$ cat src/rtl/vram_arb_pkg.sv
// Shared types and constants for the VRAM arbiter slice.
package vram_arb_pkg;

  // Arbiter states: normal read-priority operation, or a reserved write slot.
  typedef enum logic [0:0] {
    S_NORM    = 1'b0,
    S_WR_RESV = 1'b1
  } arb_state_t;

  // Width of the optional statistics counters.
  localparam int unsigned STAT_W = 16;

  // Default geometry and timing.
  localparam int unsigned DEF_AWIDTH       = 19;
  localparam int unsigned DEF_PWIDTH       = 8;
  localparam int unsigned DEF_MEM_LATENCY  = 2;
  localparam int unsigned DEF_STARVE_LIMIT = 8;

  // Saturating increment for the statistics counters.
  function automatic logic [STAT_W-1:0] sat_inc(input logic [STAT_W-1:0] v);
    return (v == '1) ? v : v + 1'b1;
  endfunction

endpackage

$ cat src/rtl/vram_arbiter_if.sv
// VGA read, pixel write and memory command signals of the VRAM arbiter.
// slave: arbiter side; master: the surrounding VGA/drawing/memory side.
interface vram_arbiter_if
  import vram_arb_pkg::*;
#(
  parameter int unsigned AWIDTH = DEF_AWIDTH,
  parameter int unsigned PWIDTH = DEF_PWIDTH
);

  logic              vga_rd;
  logic [AWIDTH-1:0] vga_addr;
  logic              vga_busy;
  logic [PWIDTH-1:0] vga_data;
  logic              vga_vld;

  logic              wr_req;
  logic [AWIDTH-1:0] wr_addr;
  logic [PWIDTH-1:0] wr_data;
  logic              wr_ack;

  logic              mem_rd;
  logic              mem_we;
  logic [AWIDTH-1:0] mem_addr;
  logic [PWIDTH-1:0] mem_wdata;
  logic [PWIDTH-1:0] mem_rdata;

  logic              rd_err;

  modport slave (
    input  vga_rd, vga_addr, wr_req, wr_addr, wr_data, mem_rdata,
    output vga_busy, vga_data, vga_vld, wr_ack,
           mem_rd, mem_we, mem_addr, mem_wdata, rd_err
  );

  modport master (
    output vga_rd, vga_addr, wr_req, wr_addr, wr_data, mem_rdata,
    input  vga_busy, vga_data, vga_vld, wr_ack,
           mem_rd, mem_we, mem_addr, mem_wdata, rd_err
  );

endinterface

$ cat src/rtl/vram_rd_tracker.sv
// Read return path: follows each accepted read through the memory latency
// and captures the returned pixel into a register.
module vram_rd_tracker
  import vram_arb_pkg::*;
#(
  parameter int unsigned PWIDTH      = DEF_PWIDTH,
  parameter int unsigned MEM_LATENCY = DEF_MEM_LATENCY
) (
  input  logic              clk_core,
  input  logic              rst_core,
  input  logic              rd_issue,
  input  logic [PWIDTH-1:0] mem_rdata,
  output logic [PWIDTH-1:0] rd_data,
  output logic              rd_vld
);

  // Bit 0 lines up with the registered mem_rd; the top bit marks the cycle
  // in which mem_rdata holds that read's data.
  logic [MEM_LATENCY:0] vld_sr;

  // Valid shift register; reset drops every read in flight.
  always_ff @(posedge clk_core or posedge rst_core) begin
    if (rst_core) vld_sr <= '0;
    else          vld_sr <= {vld_sr[MEM_LATENCY-1:0], rd_issue};
  end

  // Capture returning data and present it with its valid strobe.
  always_ff @(posedge clk_core or posedge rst_core) begin
    if (rst_core) begin
      rd_vld  <= 1'b0;
      rd_data <= '0;
    end else begin
      rd_vld <= vld_sr[MEM_LATENCY];
      if (vld_sr[MEM_LATENCY]) rd_data <= mem_rdata;
    end
  end

endmodule

$ cat src/rtl/vram_arbiter.sv
// Single-port VRAM arbiter: VGA reads have priority, pixel writes are
// protected from starvation by reserving a slot (vga_busy) after
// STARVE_LIMIT consecutive blocked cycles.
// Optional statistics ports are enabled by defining VRAM_ARB_STAT_EN.
module vram_arbiter
  import vram_arb_pkg::*;
#(
  parameter int unsigned AWIDTH       = DEF_AWIDTH,
  parameter int unsigned PWIDTH       = DEF_PWIDTH,
  parameter int unsigned MEM_LATENCY  = DEF_MEM_LATENCY,
  parameter int unsigned STARVE_LIMIT = DEF_STARVE_LIMIT
) (
  input  logic clk_core,
  input  logic rst_core,
  vram_arbiter_if.slave bus
`ifdef VRAM_ARB_STAT_EN
  ,
  output logic [STAT_W-1:0] stat_stall,
  output logic [STAT_W-1:0] stat_resv
`endif
);

  localparam int unsigned CW = $clog2(STARVE_LIMIT + 1);

  arb_state_t        state_q;
  arb_state_t        state_next;
  logic [CW-1:0]     starve_cnt;
  logic              starve_hit;
  logic              rd_accept;
  logic              wr_grant;
  logic              busy_q;
  logic              rd_err_q;
  logic              mem_rd_q;
  logic              mem_we_q;
  logic [AWIDTH-1:0] mem_addr_q;
  logic [PWIDTH-1:0] mem_wdata_q;
  logic [PWIDTH-1:0] rd_data;
  logic              rd_vld;

  // A write blocked by a read for the last allowed time.
  assign starve_hit = bus.vga_rd && bus.wr_req &&
                      (starve_cnt == CW'(STARVE_LIMIT - 1));

  // State register.
  always_ff @(posedge clk_core or posedge rst_core) begin
    if (rst_core) state_q <= S_NORM;
    else          state_q <= state_next;
  end

  // Next-state: enter the reserved slot on starvation, leave on the write.
  always_comb begin
    state_next = state_q;
    case (state_q)
      S_NORM:    if (starve_hit) state_next = S_WR_RESV;
      S_WR_RESV: if (bus.wr_req) state_next = S_NORM;
      default:   state_next = S_NORM;
    endcase
  end

  // Grant decode; nothing is granted while reset is asserted so a pending
  // write is never acked during reset.
  always_comb begin
    rd_accept = 1'b0;
    wr_grant  = 1'b0;
    if (!rst_core) begin
      case (state_q)
        S_NORM: begin
          rd_accept = bus.vga_rd;
          wr_grant  = !bus.vga_rd && bus.wr_req;
        end
        S_WR_RESV: wr_grant = bus.wr_req;
        default: ;
      endcase
    end
  end

  // Registered memory command; address and data hold when idle.
  always_ff @(posedge clk_core or posedge rst_core) begin
    if (rst_core) begin
      mem_rd_q    <= 1'b0;
      mem_we_q    <= 1'b0;
      mem_addr_q  <= '0;
      mem_wdata_q <= '0;
    end else begin
      mem_rd_q <= rd_accept;
      mem_we_q <= wr_grant;
      if (rd_accept) begin
        mem_addr_q <= bus.vga_addr;
      end else if (wr_grant) begin
        mem_addr_q  <= bus.wr_addr;
        mem_wdata_q <= bus.wr_data;
      end
    end
  end

  // Starve counter: counts blocked cycles, holds when the write is
  // withdrawn, clears only when a write is granted.
  always_ff @(posedge clk_core or posedge rst_core) begin
    if (rst_core) begin
      starve_cnt <= '0;
    end else if (wr_grant) begin
      starve_cnt <= '0;
    end else if (state_q == S_NORM && bus.vga_rd && bus.wr_req && !starve_hit) begin
      starve_cnt <= starve_cnt + 1'b1;
    end
  end

  // Busy flag toward VGA and sticky protocol-error flag.
  always_ff @(posedge clk_core or posedge rst_core) begin
    if (rst_core) begin
      busy_q   <= 1'b0;
      rd_err_q <= 1'b0;
    end else begin
      busy_q <= (state_next == S_WR_RESV);
      if (state_q == S_WR_RESV && bus.vga_rd) rd_err_q <= 1'b1;
    end
  end

  vram_rd_tracker #(
    .PWIDTH      (PWIDTH),
    .MEM_LATENCY (MEM_LATENCY)
  ) u_rd_tracker (
    .clk_core  (clk_core),
    .rst_core  (rst_core),
    .rd_issue  (rd_accept),
    .mem_rdata (bus.mem_rdata),
    .rd_data   (rd_data),
    .rd_vld    (rd_vld)
  );

  assign bus.vga_busy  = busy_q;
  assign bus.vga_data  = rd_data;
  assign bus.vga_vld   = rd_vld;
  assign bus.wr_ack    = wr_grant;
  assign bus.mem_rd    = mem_rd_q;
  assign bus.mem_we    = mem_we_q;
  assign bus.mem_addr  = mem_addr_q;
  assign bus.mem_wdata = mem_wdata_q;
  assign bus.rd_err    = rd_err_q;

`ifdef VRAM_ARB_STAT_EN
  // Saturating counts of stalled write cycles and reserved-slot entries.
  always_ff @(posedge clk_core or posedge rst_core) begin
    if (rst_core) begin
      stat_stall <= '0;
      stat_resv  <= '0;
    end else begin
      if (bus.wr_req && !wr_grant) stat_stall <= sat_inc(stat_stall);
      if (state_q == S_NORM && state_next == S_WR_RESV) stat_resv <= sat_inc(stat_resv);
    end
  end
`endif

endmodule

$ cat src/flat_wrapper.sv
// flat-port wrapper written by rule: the top's interface ports become plain ports
module vram_arbiter_flat import vram_arb_pkg::*;
#(
  parameter int unsigned AWIDTH       = DEF_AWIDTH,
  parameter int unsigned PWIDTH       = DEF_PWIDTH,
  parameter int unsigned MEM_LATENCY  = DEF_MEM_LATENCY,
  parameter int unsigned STARVE_LIMIT = DEF_STARVE_LIMIT
)
  (clk_core, rst_core, bus_vga_rd, bus_vga_addr, bus_wr_req, bus_wr_addr, bus_wr_data, bus_mem_rdata, bus_vga_busy, bus_vga_data, bus_vga_vld, bus_wr_ack, bus_mem_rd, bus_mem_we, bus_mem_addr, bus_mem_wdata, bus_rd_err);
  vram_arbiter_if #(.AWIDTH(AWIDTH), .PWIDTH(PWIDTH)) bus_i ();
  input  logic clk_core;
  input  logic rst_core;
  input wire logic [$bits(bus_i.vga_rd)-1:0] bus_vga_rd;
  input wire logic [$bits(bus_i.vga_addr)-1:0] bus_vga_addr;
  input wire logic [$bits(bus_i.wr_req)-1:0] bus_wr_req;
  input wire logic [$bits(bus_i.wr_addr)-1:0] bus_wr_addr;
  input wire logic [$bits(bus_i.wr_data)-1:0] bus_wr_data;
  input wire logic [$bits(bus_i.mem_rdata)-1:0] bus_mem_rdata;
  output wire logic [$bits(bus_i.vga_busy)-1:0] bus_vga_busy;
  output wire logic [$bits(bus_i.vga_data)-1:0] bus_vga_data;
  output wire logic [$bits(bus_i.vga_vld)-1:0] bus_vga_vld;
  output wire logic [$bits(bus_i.wr_ack)-1:0] bus_wr_ack;
  output wire logic [$bits(bus_i.mem_rd)-1:0] bus_mem_rd;
  output wire logic [$bits(bus_i.mem_we)-1:0] bus_mem_we;
  output wire logic [$bits(bus_i.mem_addr)-1:0] bus_mem_addr;
  output wire logic [$bits(bus_i.mem_wdata)-1:0] bus_mem_wdata;
  output wire logic [$bits(bus_i.rd_err)-1:0] bus_rd_err;
  assign bus_i.vga_rd = bus_vga_rd;
  assign bus_i.vga_addr = bus_vga_addr;
  assign bus_i.wr_req = bus_wr_req;
  assign bus_i.wr_addr = bus_wr_addr;
  assign bus_i.wr_data = bus_wr_data;
  assign bus_i.mem_rdata = bus_mem_rdata;
  assign bus_vga_busy = bus_i.vga_busy;
  assign bus_vga_data = bus_i.vga_data;
  assign bus_vga_vld = bus_i.vga_vld;
  assign bus_wr_ack = bus_i.wr_ack;
  assign bus_mem_rd = bus_i.mem_rd;
  assign bus_mem_we = bus_i.mem_we;
  assign bus_mem_addr = bus_i.mem_addr;
  assign bus_mem_wdata = bus_i.mem_wdata;
  assign bus_rd_err = bus_i.rd_err;
  vram_arbiter #(.AWIDTH(AWIDTH), .PWIDTH(PWIDTH), .MEM_LATENCY(MEM_LATENCY), .STARVE_LIMIT(STARVE_LIMIT)) u_core (.clk_core(clk_core), .rst_core(rst_core), .bus(bus_i));
endmodule
$ cat config.mk
export PLATFORM = sky130hd
export DESIGN_NAME = vram_arbiter_flat
export DESIGN_NICKNAME = d
export VERILOG_FILES = /design/src/rtl/vram_arb_pkg.sv /design/src/rtl/vram_arbiter_if.sv /design/src/rtl/vram_rd_tracker.sv /design/src/rtl/vram_arbiter.sv /design/src/flat_wrapper.sv
export SDC_FILE = /design/constraint.sdc
export NUM_CORES = 1
export LEC_CHECK = 0
export BUFFER_PORTS_ARGS = -buffer_cell sky130_fd_sc_hd__buf_2
export CAP_MARGIN = 0
export CORE_UTILIZATION = 49
export CTS_CLUSTER_DIAMETER = 80
export CTS_CLUSTER_SIZE = 14
export DETAILED_ROUTE_END_ITERATION = 8
export GPL_TIMING_DRIVEN = 0
export HOLD_SLACK_MARGIN = 0.08
export PLACE_DENSITY_LB_ADDON = 0.1
export SLEW_MARGIN = 20
export SYNTH_ARGS = -nofsm -noshare
export SYNTH_HDL_FRONTEND = slang
export SYNTH_SLANG_ARGS = --single-unit
$ cat constraint.sdc
create_clock -name clk_core -period 7.29 [get_ports clk_core]
set_clock_uncertainty 0.1 [all_clocks]
set_input_delay 0.729 -clock clk_core [delete_from_list [all_inputs] [get_ports clk_core]]
set_output_delay 0.729 -clock clk_core [all_outputs]
set_load 0.02 [all_outputs]
==> metrics.log <==
INFO  metric post_cts_resized = 0
INFO  metric total_leakage_power = 1.335 nW
INFO  metric worst-setup-path-type = primary input to output port
INFO  metric layout_min_cycle_time = 2486 ps
INFO  metric grt_pass1_vias = 1,548
INFO  metric worst_hold_stages = 0
INFO  metric timing_hold_violations_final = 0
INFO  metric yosysWarningCount = 0
INFO  metric cts_setup_buffers = 0
INFO  metric cts_max_level = 2
INFO  metric std_cell_rows = 23
INFO  metric drt_pre_antenna_iters = 4
INFO  metric vdd.ir_drop.worst = 149.7 µV
INFO  metric fin_cells = 315
INFO  metric chip_height = 67.05 µm
INFO  metric post_cts_hold_buffer_count = 0
INFO  metric wl_met3 = 278 µm
INFO  metric avgRoutedWirePerCell = 14.05 µm
INFO  metric core_area = 4029 µm²
INFO  metric tritoncts.num_buffers = 5
INFO  metric min_path_type = flip-flop to flip-flop
INFO  metric numClockSinks = 46
INFO  metric slew_headroom = 0.5452
INFO  metric yosysTopAreaCellShare = 0.5552
INFO  metric worst_r2r_startpoint = u_core.state_q
INFO  metric synth_top_cells_by_area = dfrtp_1 56%, a2bb2oi_1 7.6%, or3b_1 7.6%, o31ai_1 6.5%, mux2_2 5.4%
INFO  metric num_vias = 1,691
INFO  metric status = complete, no violations
INFO  metric post-route-drc-count = 0
INFO  metric synthesis.area = 2073 µm²
INFO  metric vias_per_cell = 5.368
INFO  metric critPathLaunchType = primary input
INFO  metric final_critical_path_setup_slack = 4804 ps
INFO  metric maxCapViolations = 0
INFO  metric grt_antenna_before_repair = 0
INFO  metric route.antenna.remaining_nets = 0
INFO  metric grt_setup_unrepaired = false
INFO  metric drive_above_1_share = 0.4830
INFO  metric post-synth-top-area-cell = dfrtp_1
INFO  metric syn_nets = 218
INFO  metric avgSynthCellArea = 13.04 µm²
INFO  metric chipWidth = 67.05 µm
INFO  metric floorplan.initialDensity = 0.5146
INFO  metric timing.fmax = 402.3 MHz
INFO  metric syn2layout_area_growth = 32.29%
INFO  metric global_route.overflow_total = 0
INFO  metric worst_setup_path_end_kind = output port
INFO  metric total_power = 0.0006601 W
INFO  metric clkSlewWorstSetupHoldPaths = 90 ps
INFO  metric ff2ff_path_depth = 4
INFO  metric path_max_fanout = 11
INFO  metric hpwl_reported_at_the_end_of_detailed_placement = 3.163 mm
INFO  metric post_synthesis_cells = 159
INFO  metric rrSetupSlack = 5630 ps
INFO  metric fin_hold_ws = 264.0 ps
INFO  metric routedLengthMet1 = 2.093 mm
INFO  metric ys_ff_latch = 46
INFO  metric port_buf_inserts = 98
INFO  metric ff_latch_area = 1151 µm²
INFO  metric whs_endpoint = u_core.u_rd_tracker.vld_sr[2]
INFO  metric nNetsFinal = 323
INFO  metric power_per_cell_area = 240.7 nW/µm²
INFO  metric boundary_pin_count = 99
INFO  metric count_of_inserted_antenna_diode_cells = 0
INFO  metric ys_seq_area_frac = 0.5552
INFO  metric fin_crit_sh = 0.3410
INFO  metric topRoutingLayerUsed = met4
INFO  metric met2RoutedLength = 1.985 mm
INFO  metric number_of_drc_markers_in_iteration_0 = 53
INFO  metric setup_tns = 0 ps
INFO  metric min_from = u_core.u_rd_tracker.vld_sr[1]
INFO  metric dieArea = 4495 µm²
INFO  metric maximum_number_of_pins_on_one_net_before_global_route_repair = 56
INFO  metric multiInputGateArea = 839.6 µm²
INFO  metric reg2reg_to = u_core.bus.mem_wdata[4]
INFO  metric worst-endpoint-required = 6460 ps
INFO  metric clock_latency = 300 ps
INFO  metric globalplace.congestion = 0.7559
INFO  metric grt_pass1_wl = 7.107 mm
INFO  metric numPlacedInstances = 307
INFO  metric drt_wl_total = 4.427 mm
INFO  metric num-fill-cells = 338
INFO  metric clk_path_buf_depth = 2
INFO  metric synth.distinct_cells = 31
INFO  metric setup_viol_count_final = 0
INFO  metric cts_root_buf = clkbuf_8
INFO  metric crit_arrival = 1660 ps
INFO  metric pre_cts_ws = 4801 ps
INFO  metric gr-usage-all-layers = 0.2119
INFO  metric cts_tree = yes
INFO  metric report.final.slew_viol_count = 0
INFO  metric tightestPinTransition = 682.3 ps
==> cell usage after synthesis <==
cell and number:
inv_2 2, nand3_1 2, a21oi_1 4, clkbuf_1 6
and2b_1 1, or3_1 1, o21ai_0 3, mux2_1 6
o31ai_1 18, nand4_1 1, inv_1 1, a21oi_4 1
mux2_2 10, o22ai_1 1, a31oi_1 2, and3b_1 2
mux2i_1 1, nand2b_1 1, buf_2 3, nor2_1 1
nand3b_1 1, a2bb2oi_1 18, nor3_4 1, buf_6 3
dfrtp_1 46, or4_1 1, nand3b_2 1, o2bb2ai_1 1
a21o_1 1, or3b_1 18, ha_1 1
==> sequential cells by signal (all words and copies together) (netlist names) <==
register	count
u_core.state_q	1
u_core.u_rd_tracker.rd_vld	1
u_core.u_rd_tracker.vld_sr	3
u_core.starve_cnt	4
u_core.bus.mem_we	1
u_core.bus.rd_err	1
u_core.bus.mem_wdata	8
u_core.u_rd_tracker.rd_data	8
u_core.bus.mem_addr	19
==> through the flow <==
stage | utilization | area, µm²
CTS | 0.6807 | 2743
detailed placement | 0.6528 | 2630
global placement | 0.6519 | 2626
global route | 0.6807 | 2743
floorplan | - | 2073
finish | 0.6807 | 2743
==> cell families (layout without fill, tap and decap cells) <==
group,count (synthesis),count (layout),synth area share
DFF,46,46,0.5552
adders and majority gates,1,1,0.006034
AOI/OAI and AO/OA,49,49,0.1829
muxes,17,17,0.09173
and+or+nand+nor,31,31,0.1243
buffers and inverters,15,121,0.03983
==> metal layers <==
metal | vias up | track usage
li1 | 820 | -
met4 | 0 | 0.07181
met2 | 66 | 0.3200
met3 | 8 | 0.04966
met1 | 797 | 0.2956
met5 | - | 0
==> placed cells by master, fill, tap and decap left out, drive strengths merged, types with 2 or more instances in the layout <==
cell type	netlist	layout
dfrtp	46	46
a21oi	5	5
a31oi	2	2
nand3	2	2
or3b	18	18
mux2	16	16
inv	3	4
a2bb2oi	18	18
nand3b	2	2
and3b	2	2
o31ai	18	18
clkbuf	6	11
buf	6	104
o21ai	3	3
==> critical path, stage by stage <==
cell and delay (ps):
buf_2 130, and2b_1 230, nor3_4 210, buf_6 190
buf_2 170
==> area by class of cell <==
type / instances / share of cell area
inverters: 3 / 0.004106
clock buffers: 5 / 0.02509
well taps: 50 / 0.02281
flip-flops and latches: 46 / 0.4197
plain buffers: 12 / 0.02737
multi-input cells: 98 / 0.3061
repair buffers: 98 / 0.1788
clock inverters: 3 / 0.01597
==> worst max path at each step <==
stage	startpoint	end	depth (start not counted)
after floorplan	rst_core	u_core.bus.mem_addr[0]	2
after global routing	bus_vga_rd	bus_wr_ack	5
after CTS	bus_vga_rd	bus_wr_ack	5
final	bus_vga_rd	bus_wr_ack	5
after detailed placement	bus_vga_rd	bus_wr_ack	5
after global placement	rst_core	u_core.bus.mem_addr[13]	3
==> power breakdown <==
group          internal [W]  switching (W)
registers          0.000291      0.0000187
logic             0.0000708      0.0000899
clock network      0.000103      0.0000872
Note: power is estimated with default switching activity, not from simulation.
